<file path="src/rtl/period_meter_pkg.sv">
// rtl/period_meter_pkg.sv - shared timing constants and period meter state encoding
package period_meter_pkg;

    localparam int unsigned PIX_CLK_HZ     = 25175000;
    localparam int unsigned ONE_SECOND_CYC = PIX_CLK_HZ;

    typedef enum logic [1:0] {
        ST_IDLE = 2'd0,
        ST_ARM  = 2'd1,
        ST_MEAS = 2'd2
    } pm_state_t;

endpackage

</file>
<file path="src/rtl/sync_edge_detect.sv">
// rtl/sync_edge_detect.sv - multi-stage synchroniser with registered-level edge detection
module sync_edge_detect #(
    parameter int SYNC_STAGES = 2
) (
    input  logic clkIn,
    input  logic rst,
    input  logic din,
    output logic level,
    output logic rise,
    output logic fall
);

    logic [SYNC_STAGES-1:0] sync;
    logic                   level_d;

    always_ff @(posedge clkIn) begin
        if (rst) begin
            sync    <= '0;
            level_d <= 1'b0;
        end else begin
            sync    <= {sync[SYNC_STAGES-2:0], din};
            level_d <= sync[SYNC_STAGES-1];
        end
    end

    assign level = sync[SYNC_STAGES-1];
    assign rise  = level & ~level_d;
    assign fall  = ~level & level_d;

endmodule

</file>
<file path="src/rtl/period_meter.sv">
// rtl/period_meter.sv - measures period and high time of a slow input in clkIn cycles
module period_meter
    import period_meter_pkg::*;
#(
    parameter int unsigned F_OSC       = PIX_CLK_HZ,
    parameter int unsigned TIMEOUT_CYC = F_OSC,
    parameter int          CNT_W       = 32,
    parameter int          SYNC_STAGES = 2
) (
    input  logic             clkIn,
    input  logic             rst,
    input  logic             sigIn,
    input  logic             enable,
    output logic [CNT_W-1:0] period,
    output logic [CNT_W-1:0] highTime,
    output logic             valid,
    input  logic             ready,
    output logic             overrun,
    output logic             timeout
);

    localparam logic [CNT_W-1:0] TMO = CNT_W'(TIMEOUT_CYC);

    pm_state_t        state, state_next;
    logic [CNT_W-1:0] cnt, hcnt;
    logic             hcnt_run;
    logic             level, rise, fall;
    logic             load, tmo, slot_free;

    sync_edge_detect #(.SYNC_STAGES(SYNC_STAGES)) u_sync (
        .clkIn (clkIn),
        .rst   (rst),
        .din   (sigIn),
        .level (level),
        .rise  (rise),
        .fall  (fall)
    );

    always_ff @(posedge clkIn) begin
        if (rst) state <= ST_IDLE;
        else     state <= state_next;
    end

    // A rise landing on the timeout cycle completes the period instead of timing out.
    always_comb begin
        state_next = state;
        load       = 1'b0;
        tmo        = 1'b0;
        case (state)
            ST_IDLE: if (enable) state_next = ST_ARM;
            ST_ARM: begin
                if (!enable)   state_next = ST_IDLE;
                else if (rise) state_next = ST_MEAS;
            end
            ST_MEAS: begin
                if (!enable) begin
                    state_next = ST_IDLE;
                end else if (rise) begin
                    load = 1'b1;
                end else if (cnt == TMO) begin
                    tmo        = 1'b1;
                    state_next = ST_ARM;
                end
            end
            default: state_next = ST_IDLE;
        endcase
    end

    assign timeout = tmo;

    // hcnt_run closes the high window at the falling edge so hcnt freezes until the next rise.
    always_ff @(posedge clkIn) begin
        if (rst || state_next != ST_MEAS) begin
            cnt      <= '0;
            hcnt     <= '0;
            hcnt_run <= 1'b0;
        end else if (rise) begin
            cnt      <= {{(CNT_W-1){1'b0}}, 1'b1};
            hcnt     <= {{(CNT_W-1){1'b0}}, 1'b1};
            hcnt_run <= 1'b1;
        end else begin
            cnt <= cnt + 1'b1;
            if (hcnt_run && !fall) hcnt <= hcnt + 1'b1;
            if (fall)              hcnt_run <= 1'b0;
        end
    end

    assign slot_free = !valid || ready;

    always_ff @(posedge clkIn) begin
        if (rst) begin
            period   <= '0;
            highTime <= '0;
            valid    <= 1'b0;
            overrun  <= 1'b0;
        end else if (load && slot_free) begin
            period   <= cnt;
            highTime <= hcnt;
            valid    <= 1'b1;
        end else begin
            if (load)          overrun <= 1'b1;
            if (valid && ready) valid  <= 1'b0;
        end
    end

endmodule

</file>
<file path="config.mk">
export PLATFORM = sky130hd
export DESIGN_NAME = period_meter
export DESIGN_NICKNAME = d
export VERILOG_FILES = /design/src/rtl/period_meter_pkg.sv /design/src/rtl/sync_edge_detect.sv /design/src/rtl/period_meter.sv
export SDC_FILE = /design/constraint.sdc
export NUM_CORES = 1
export LEC_CHECK = 0
export BUFFER_PORTS_ARGS = -buffer_cell sky130_fd_sc_hd__buf_2
export CORE_MARGIN = 4
export CORE_UTILIZATION = 45
export DETAILED_ROUTE_END_ITERATION = 8
export PLACE_DENSITY = 0.65
export SETUP_SLACK_MARGIN = 0.2
export SLEW_MARGIN = 5
export SYNTH_ARGS = -nofsm -noshare
export SYNTH_HDL_FRONTEND = slang
export SYNTH_SLANG_ARGS = --single-unit
</file>
<file path="constraint.sdc">
create_clock -name clkIn -period 2.5 [get_ports clkIn]
set_input_delay 0.5 -clock clkIn [delete_from_list [all_inputs] [get_ports clkIn]]
set_output_delay 0.5 -clock clkIn [all_outputs]
set_load 0.02 [all_outputs]
</file>
==> results of run 1 <==
[logic make-up (layout without fill, tap and decap cells)]
logic type               after synthesis  after routing  share of synthesized area (%)
AO/OA/AOI/OAI                        145            145                           14.2
XOR/XNOR                              26             26                           4.04
multiplexers                           2              2                          0.355
AND/OR/NAND/NOR                      312            312                           27.9
adder cells (fa/ha/maj)                5              5                           1.11
flip-flops                           136            136                           48.3
buffers and inverters                 57            155                           4.04
[final timing paths]
check	from	end	slack, ns	cells past startpoint
max	cnt[12]$_SDFF_PP0_	timeout	0.16	5
min	sigIn	u_sync.sync[0]$_SDFF_PP0_	0.37	2
max reg2reg	u_sync.level_d$_SDFF_PP0_	hcnt[28]$_SDFFE_PP0P_	0.16	13
min reg2reg	highTime[25]$_SDFFE_PP0P_	highTime[25]$_SDFFE_PP0P_	0.45	2
[through the flow]
stage / hold WS [ns] / util (%) / std cells / cell area [um2] / total power, mW
finish: 0.365 / 61.0 / 949 / 7390 / 4.71
global route: 0.352 / 61.0 / 949 / 7390 / 4.86
CTS: 0.347 / 57.4 / 937 / 6960 / 4.75
detailed placement: 0.443 / 50.7 / 889 / 6140 / 2.26
floorplan: 0.414 / - / 683 / 5640 / 2.25
global placement: 0.439 / 50.7 / 889 / 6140 / 2.26
[registers in the layout, summed over array words and instances (netlist names)]
signal,cells
cnt,32
hcnt,32
highTime,32
period,32
state,2
u_sync.sync,2
hcnt_run,1
overrun,1
u_sync.level_d,1
valid,1
[critical path: cells and delay by family, from the launching register on]
kind	cells	cell delay [ns]
buf+inv	1	0.13
flops	1	0.37
simple gates	4	0.92
[Yosys cell counts, types with 3 or more instances]
cell type  number  area [um2]
nand2_1       150         563
dfxtp_1       136        2720
a21oi_1       102         510
clkbuf_1       38         143
nor2_1         36         135
or4_1          27         203
nand4_1        20         125
o31ai_1        20         150
nand3_1        17        85.1
xnor2_1        16         140
o21ai_0        15        75.1
or3_1          13        81.3
inv_1          12        45.0
and4_1         10        87.6
xor2_1         10        87.6
nor4_1          9        56.3
ha_1            5        62.6
nor2b_1         5        31.3
buf_2           4        20.0
nand3b_1        4        30.0
nor3_1          4        20.0
nand4b_1        3        26.3
[metal layers]
layer  part of all wire, %  vias to the layer above  GRT usage (%)
met3                   5.3                       18           5.47
li1                      -                     2574              -
met5                     0                        -              0
met2                    48                      153           31.4
met1                    45                     2444           25.1
met4                   1.5                        0           7.95
[what timing repair did]
action / CTS / global route
buffers inserted: 15 / 7
resized for setup: 30 / 85
pin swaps: 7 / 23
gates cloned: 1 / 5
setup endpoints to repair: 5 / 67
[area by class of cell]
| type | count | area (um2) | area share [%] |
|---|---|---|---|
| flip-flops and latches | 136 | 2770 | 37.5 |
| well taps | 168 | 210 | 2.84 |
| clock inverters | 7 | 90.1 | 1.22 |
| repair buffers | 111 | 795 | 10.7 |
| multi-input cells | 490 | 2970 | 40.2 |
| inverters | 12 | 47.5 | 0.643 |
| clock buffers | 25 | 505 | 6.84 |
[layout by cell type (no fill, tap or decap), drive strengths merged, types with 2 or more instances in the layout]
cell,n
a21oi,102
a221oi,2
and3b,2
and4,10
buf,108
bufinv,2
clkbuf,28
clkinv,3
clkinvlp,2
dfxtp,136
ha,5
inv,12
mux2i,2
nand2,150
nand3,18
nand3b,4
nand4,21
nand4b,3
nor2,36
nor2b,5
nor3,4
nor4,9
nor4b,2
o21ai,15
o31ai,20
or2,2
or3,13
or4,28
xnor2,16
xor2,10
[power by group through the flow]
stage | clock (mW) | combinational (mW) | sequential (mW)
2_1_floorplan | 0 | 0.0260 | 2.22
3_3_place_gp | 0 | 0.0374 | 2.22
3_5_place_dp | 0 | 0.0384 | 2.22
4_1_cts | 2.54 | 0.0397 | 2.17
5_1_grt | 2.65 | 0.0451 | 2.16
6_report | 2.50 | 0.0413 | 2.16
==> flow_metrics.py, run 1 <==
metrics = {
    "outcome": {
        "status": "finished clean",
    },
    "floorplan": {
        "die_h_um": 120,
        "io_pins": 72,
        "die_w_um": 120,
        "die_area_mm2": 0.0144,
        "core_mm2": 0.0121,
        "rows": 40,
        "initial_utilization_pct": 46.5,
    },
    "synth": {
        "yosys_most_used_dff": "dfxtp_1",
        "syn_inst": 683,
        "synthArstFlopShare_pct": 0,
        "synth-seq-cells": 136,
        "synth_fp_nets": 693,
        "yosys_warnings": 0,
        "ys_types": 44,
        "syn_area_per_cell_um2": 8.25,
        "netlist_area_mm2": 0.00564,
        "synth-edff-count": 0,
        "ys_seq_area_share_pct": 48.3,
    },
    "route": {
        "drc": 0,
        "wire_per_inst_um": 15.5,
        "drtIter0Drc": 390,
        "firstDrtPassIters": 7,
        "drtAntennaViolNets": 0,
        "vias": 5189,
        "avgViaCountPerCell": 5.47,
        "wl_mm": 14.7,
    },
    "global_route": {
        "grt_max_degree": 71,
        "grt_usage_pct": 19.6,
        "first_global_vias": 4832,
        "gr-total-overflow": 0,
        "antenna_found_initial": 0,
        "grt_first_pass_wirelength_mm": 23.2,
    },
    "worst_setup_path": {
        "cp_cell_sequence": "nor4_4, nand4_1, or2_4, nor2b_4, buf_6",
        "cp.required_ns": 2.00,
        "max_stage_delay_ns": 0.37,
        "setup.worst_path.class": "reg -> out",
        "cp_max_fo": 5,
        "start_kind": "flip-flop",
        "endpoint_kind": "primary output",
        "cp_slowest_cell": "dfxtp_4",
        "cp.arrival_ns": 1.84,
    },
    "timing": {
        "fin_crit_sh_pct": 93.8,
        "period_needed_ns": 2.34,
        "clock.fmax_mhz": 427,
        "layout_setup_ws_ns": 0.155,
        "fin_skew_ns": 0.00614,
        "finalSetupTns_ns": 0,
        "tightest_slew_ns": 0.710,
        "relSlewSlack_pct": 52.6,
        "drv_slew": 0,
        "hold_viol": 0,
        "setup_viol": 0,
        "rsz0062_at_grt": "true",
    },
    "placed_design": {
        "port_buffers": 71,
        "pre_cts_slack_ns": 0.142,
        "gp_congestion": 0.869,
        "post-dp-hpwl_mm": 8.75,
    },
    "clock_tree": {
        "htree_levels": 4,
        "numClockSinks": 136,
        "cts_root_buffer": "clkbuf_16",
        "clk_latency_ns": 0.42,
        "cts_max_path_buffers": 2,
        "cts_tree": "yes",
        "holdBufCountCts": 0,
        "clk_pin_slew_ns": 0.06,
        "cts_inserted_buffers": 17,
    },
    "power": {
        "ir_drop_uv": 374,
        "internal-power_mw": 3.77,
        "p_clk_share_pct": 53.1,
        "p_leak_nw": 2.50,
        "switchingPower_mw": 0.939,
        "sequentialPowerShare_pct": 46.0,
        "p_per_area_mw_per_mm2": 637,
        "swShare_pct": 19.9,
        "combPwrFrac_pct": 0.9,
    },
    "final_layout": {
        "diodes": 0,
        "nFillCells": 1062,
        "drive_above_1_share_pct": 27.7,
        "areaGrowthSynthToFinish_pct": 31.2,
        "layout.nets": 778,
    },
    "job": {
        "cap_violations": 0,
    },
    "min_path": {
        "hold_path_class": "in -> reg",
    },
}
No activity file was read; power rests on OpenSTA's default activity.
==> run 2, diff against run 1 <==
--- a/config.mk
+++ b/config.mk
@@ -5,12 +5,13 @@
 export SDC_FILE = /design/constraint.sdc
 export NUM_CORES = 1
 export LEC_CHECK = 0
-export BUFFER_PORTS_ARGS = -buffer_cell sky130_fd_sc_hd__buf_2
+export BUFFER_PORTS_ARGS = -buffer_cell sky130_fd_sc_hd__buf_4
 export CORE_MARGIN = 4
 export CORE_UTILIZATION = 45
 export DETAILED_ROUTE_END_ITERATION = 8
 export PLACE_DENSITY = 0.65
 export SETUP_SLACK_MARGIN = 0.2
+export SKIP_CTS_REPAIR_TIMING = 1
 export SLEW_MARGIN = 5
 export SYNTH_ARGS = -nofsm -noshare
 export SYNTH_HDL_FRONTEND = slang
==> flow_metrics.py, run 2 (synthesis gave the netlist of run 1 again) <==
metrics = {
    "power": {
        "power.total_mw": 4.71,
        "swShare_pct": 20.4,
        "internal-power_mw": 3.75,
        "p_clk_share_pct": 53.1,
        "ir_drop_uv": 521,
        "sequentialPowerShare_pct": 46.1,
        "p_per_area_mw_per_mm2": 667,
        "combPwrFrac_pct": 0.9,
        "switchingPower_mw": 0.960,
        "p_leak_nw": 2.31,
    },
    "global_route": {
        "first_global_vias": 4695,
        "antenna_found_initial": 0,
        "gr-total-overflow": 0,
        "grt_first_pass_wirelength_mm": 22.6,
        "grt_usage_pct": 19.0,
        "grt_max_degree": 63,
    },
    "timing": {
        "layout_setup_ws_ns": 0.127,
        "fin_hold_ws_ns": 0.323,
        "fin_skew_ns": 0.00943,
        "fin_crit_sh_pct": 94.9,
        "period_needed_ns": 2.37,
        "tightest_slew_ns": 0.440,
        "rsz0062_at_grt": "true",
        "drv_slew": 0,
        "relSlewSlack_pct": 70.7,
        "clock.fmax_mhz": 421,
        "hold_viol": 0,
        "setup_viol": 0,
        "finalSetupTns_ns": 0,
    },
    "floorplan": {
        "rows": 40,
        "die_h_um": 120,
        "initial_utilization_pct": 46.5,
        "die_w_um": 120,
        "core_mm2": 0.0121,
        "die_area_mm2": 0.0144,
        "io_pins": 72,
    },
    "route": {
        "vias": 5032,
        "firstDrtPassIters": 4,
        "wl_mm": 13.5,
        "avgViaCountPerCell": 5.43,
        "drtIter0Drc": 316,
        "drc": 0,
        "wire_per_inst_um": 14.5,
        "drtAntennaViolNets": 0,
    },
    "final_layout": {
        "final_common_cell": "nand2_1",
        "final_cells": 926,
        "areaGrowthSynthToFinish_pct": 25.4,
        "final_cell_mix": "nand2_1, dfxtp_1, a21oi_1",
        "diodes": 0,
        "layout.nets": 755,
        "drive_above_1_share_pct": 19.4,
    },
    "clock_tree": {
        "cts_max_path_buffers": 2,
        "clk_pin_slew_ns": 0.06,
        "cts_root_buffer": "clkbuf_16",
        "cts_tree": "yes",
        "clk_latency_ns": 0.42,
        "cts_inserted_buffers": 17,
        "numClockSinks": 136,
        "htree_levels": 4,
    },
    "min_path": {
        "hold_path_class": "in -> reg",
    },
    "placed_design": {
        "post-dp-hpwl_mm": 8.82,
        "pre_cts_slack_ns": 0.169,
        "gp_congestion": 0.862,
        "port_buffers": 71,
        "dp_cells": 888,
    },
    "worst_setup_path": {
        "start_kind": "flip-flop",
        "setup.worst_path.class": "reg -> out",
        "cp.required_ns": 2.00,
        "cp.arrival_ns": 1.87,
        "r2r_slack_ns": 0.26,
        "endpoint_kind": "primary output",
        "cp_max_fo": 7,
    },
    "outcome": {
        "status": "finished clean",
    },
    "job": {
        "cap_violations": 0,
    },
}
==> run 2: cell count changes in the layout (fill, tap and decap cells not counted), moves of 3 or more <==
| cell | delta |
|---|---|
| dfxtp_4 | -6 |
| a21oi_2 | -17 |
| buf_6 | -8 |
| nor2_4 | -12 |
| a21oi_1 | +17 |
| dfxtp_1 | +16 |
| dfxtp_2 | -10 |
| clkbuf_16 | -3 |
| buf_2 | -70 |
| buf_4 | +60 |
| nor2_1 | +14 |
==> run 2: per-stage QoR <==
step	utilization (%)	instance area [um2]
floorplan	-	5640
global placement	52.1	6310
detailed placement	52.1	6310
CTS	57.1	6910
global route	58.4	7070
finish	58.4	7070
==> run 2: layer usage <==
metal  routed length, um  track usage [%]  vias up
met5                   0                0        -
met4                 308             7.66        0
met3                 529             5.00       24
met2                6260             29.3      101
met1                6360             25.3     2384
li1                    -                -     2523
==> run 2: worst paths after layout <==
path	startpoint	end	cells past startpoint
hold reg to reg	highTime[24]$_SDFFE_PP0P_	highTime[24]$_SDFFE_PP0P_	2
hold / removal	sigIn	u_sync.sync[0]$_SDFF_PP0_	2
setup / recovery	cnt[5]$_SDFF_PP0_	timeout	5
setup reg to reg	u_sync.sync[1]$_SDFF_PP0_	hcnt[28]$_SDFFE_PP0P_	6
==> run 2: area by class of cell <==
type                    instances  area [um2]
multi-input cells             490        2790
flip-flops and latches        136        2740
fillers                      1128        5040
clock buffers                  22         484
repair buffers                 88         689
inverters                      12        45.0
clock inverters                10         118
well taps                     168         210
==> run 2: critical path, stage by stage, from the launching register on <==
cell     delay, ns
dfxtp_1       0.40
nor4_2        0.31
nand4_1       0.17
or2_4         0.30
nor2b_4       0.14
buf_6         0.13
==> run 2: power groups by stage <==
stage / combinational [mW] / sequential, mW / clock (mW)
2_1_floorplan: 0.0260 / 2.22 / 0
3_3_place_gp: 0.0390 / 2.22 / 0
3_5_place_dp: 0.0395 / 2.22 / 0
4_1_cts: 0.0398 / 2.17 / 2.55
5_1_grt: 0.0448 / 2.17 / 2.65
6_report: 0.0402 / 2.17 / 2.50
==> run 3, diff against run 2 <==
--- a/config.mk
+++ b/config.mk
@@ -7,12 +7,13 @@
 export LEC_CHECK = 0
 export BUFFER_PORTS_ARGS = -buffer_cell sky130_fd_sc_hd__buf_4
 export CORE_MARGIN = 4
-export CORE_UTILIZATION = 45
+export CORE_UTILIZATION = 50
 export DETAILED_ROUTE_END_ITERATION = 8
-export PLACE_DENSITY = 0.65
+export PLACE_DENSITY = 0.71
 export SETUP_SLACK_MARGIN = 0.2
 export SKIP_CTS_REPAIR_TIMING = 1
 export SLEW_MARGIN = 5
 export SYNTH_ARGS = -nofsm -noshare
 export SYNTH_HDL_FRONTEND = slang
+export SYNTH_HIERARCHICAL = 1
 export SYNTH_SLANG_ARGS = --single-unit
==> flow_metrics.py, run 3 <==
metrics = {
    "outcome": {
        "status": "finished with violations",
        "violations": "setup timing",
    },
    "worst_setup_path": {
        "r2r_start": "cnt[0]$_SDFF_PP0_",
        "start_kind": "flip-flop",
        "cp.arrival_ns": 2.44,
        "critPathLaunch": "cnt[0]$_SDFF_PP0_",
        "r2r_cells": 7,
        "endpoint_kind": "primary output",
        "cp.required_ns": 2.00,
        "setup.worst_path.class": "reg -> out",
        "cp_max_fo": 3,
    },
    "clock_tree": {
        "clk_pin_slew_ns": 0.06,
        "clk_latency_ns": 0.53,
        "cts_inserted_buffers": 17,
        "cts_max_path_buffers": 2,
        "cts_tree": "yes",
        "numClockSinks": 136,
        "cts_root_buffer": "clkbuf_8",
        "htree_levels": 4,
    },
    "power": {
        "power.total_mw": 4.65,
        "combPwrFrac_pct": 0.8,
        "swShare_pct": 19.7,
        "switchingPower_mw": 0.916,
        "p_clk_share_pct": 52.4,
        "p_per_area_mw_per_mm2": 667,
        "internal-power_mw": 3.73,
        "ir_drop_uv": 543,
        "p_leak_nw": 2.31,
        "sequentialPowerShare_pct": 46.8,
    },
    "global_route": {
        "grt_usage_pct": 21.3,
        "grt_first_pass_wirelength_mm": 22.5,
        "first_global_vias": 4891,
        "antenna_found_initial": 0,
        "gr-total-overflow": 0,
        "grt_max_degree": 71,
    },
    "min_path": {
        "holdPathStages": 2,
        "hold_path_class": "in -> reg",
        "hold_start": "sigIn",
    },
    "synth": {
        "synth-edff-count": 0,
        "yosys_most_used_dff": "dfxtp_1",
        "synthMostInstantiatedCell": "nand2_1",
        "netlist_area_mm2": 0.00558,
        "synthArstFlopShare_pct": 0,
        "syn_inst": 676,
        "yosysTopAreaCell": "dfxtp_1",
        "ys_seq_area_share_pct": 48.8,
        "synth-seq-cells": 136,
        "synth_top_area_share_pct": 48.8,
        "syn_area_per_cell_um2": 8.25,
        "synth_common_cells": "nand2_1, dfxtp_1, a21oi_1",
        "netlist_top_cells_area": "dfxtp_1, nand2_1, a21oi_1, or4_1, o31ai_1",
        "ys_types": 40,
        "synth_fp_nets": 684,
        "yosys_warnings": 6,
    },
    "floorplan": {
        "core_mm2": 0.0109,
        "initial_utilization_pct": 51.2,
        "io_pins": 72,
        "rows": 38,
        "die_w_um": 114,
        "die_h_um": 114,
        "die_area_mm2": 0.0129,
    },
    "route": {
        "vias": 5025,
        "wl_met2_mm": 6.25,
        "wire_per_inst_um": 14.5,
        "drtIter0Drc": 311,
        "drc": 0,
        "firstDrtPassIters": 4,
        "wl_met1_mm": 5.84,
        "avgViaCountPerCell": 5.59,
        "dr_wl_met3_um": 686,
        "dr.max_layer_used": "met4",
        "drtAntennaViolNets": 0,
        "wl_mm": 13.0,
    },
    "final_layout": {
        "final_core_util_pct": 64.0,
        "layout.nets": 754,
        "areaGrowthSynthToFinish_pct": 24.9,
        "final_cell_mix": "nand2_1, dfxtp_1, a21oi_1",
        "drive_above_1_share_pct": 18.1,
        "final_common_cell": "nand2_1",
        "nFillCells": 930,
        "diodes": 0,
    },
    "job": {
        "cap_violations": 0,
    },
    "timing": {
        "rsz0062_at_grt": "true",
        "clock.fmax_mhz": 340,
        "period_needed_ns": 2.94,
        "hold_viol": 0,
        "setup_viol": 1,
        "relSlewSlack_pct": 53.0,
        "tightest_slew_ns": 0.704,
        "drv_slew": 0,
        "fin_skew_ns": 0.00638,
        "fin_crit_sh_pct": 118,
        "layout_setup_ws_ns": -0.443,
    },
    "placed_design": {
        "gp_congestion": 0.852,
        "port_buffers": 71,
        "post-dp-hpwl_mm": 8.71,
    },
}
## run 3: changes by cell type in the layout (fill, tap and decap cells not counted), sizes merged, moves of 4 or more
cell | previous run | this run
inv | 13 | 9
buf | 88 | 97
and2 | 1 | 5
or3 | 13 | 9
nor2 | 36 | 28
nand3 | 18 | 22
o31ai | 20 | 27
## run 3: layout make-up
type,instances,area [um2],share of cell area (%)
timing repair buffer,97,782,11.2
multi-input combinational,485,2670,38.3
sequential,136,2720,39.1
clock inverter,7,90.1,1.29
inverter,9,33.8,0.485
tap,140,175,2.51
clock buffer,25,494,7.09
## run 3: cell families after synthesis
logic type / Yosys count / share of synthesized area, %
AO/OA/AOI/OAI: 149 / 15.0
XOR/XNOR: 23 / 3.61
adder cells (fa/ha/maj): 3 / 0.673
buffers and inverters: 55 / 3.99
flip-flops: 136 / 48.8
multiplexers: 3 / 0.538
AND/OR/NAND/NOR: 307 / 27.4
## run 3: critical path: stages (launching register included)
cell and delay, ns:
dfxtp_1 0.31, inv_1 0.06, ha_1 0.14, or4b_1 0.44, or4_4 0.43, or2_4 0.27
nor2b_4 0.14, buf_6 0.13
## run 3: stage by stage
stage	hold slack, ns	setup WS (ns)	setup TNS [ns]	std cells	cell area, um2
global route	0.168	-0.520	-0.520	899	6970
detailed placement	0.445	0.0834	0	867	6370
global placement	0.442	0.101	0	867	6370
floorplan	0.414	0.192	0	676	5590
finish	0.187	-0.443	-0.443	899	6970
CTS	0.168	-0.495	-0.495	899	6960
## run 3: path summary, 6_finish.rpt
path | end | slack [ns]
setup / recovery | timeout | -0.44
hold / removal | u_sync/sync[0]$_SDFF_PP0_ | 0.19
setup reg to reg | hcnt[0]$_SDFFE_PP0P_ | 0.20
hold reg to reg | u_sync/sync[1]$_SDFF_PP0_ | 0.45
## run 3: power by group through the flow
| stage | logic, mW | clock network (mW) | registers (mW) |
|---|---|---|---|
| after floorplan | 0.0239 | 0 | 2.22 |
| after global placement | 0.0366 | 0 | 2.22 |
| after detailed placement | 0.0372 | 0 | 2.22 |
| after CTS | 0.0375 | 2.47 | 2.17 |
| after global routing | 0.0411 | 2.58 | 2.17 |
| final | 0.0372 | 2.44 | 2.17 |
## run 3: layer usage
| layer | GRT usage [%] | vias up |
|---|---|---|
| li1 | - | 2530 |
| met1 | 26.4 | 2349 |
| met2 | 34.9 | 120 |
| met3 | 4.67 | 26 |
| met4 | 10.9 | 0 |
| met5 | 0 | - |
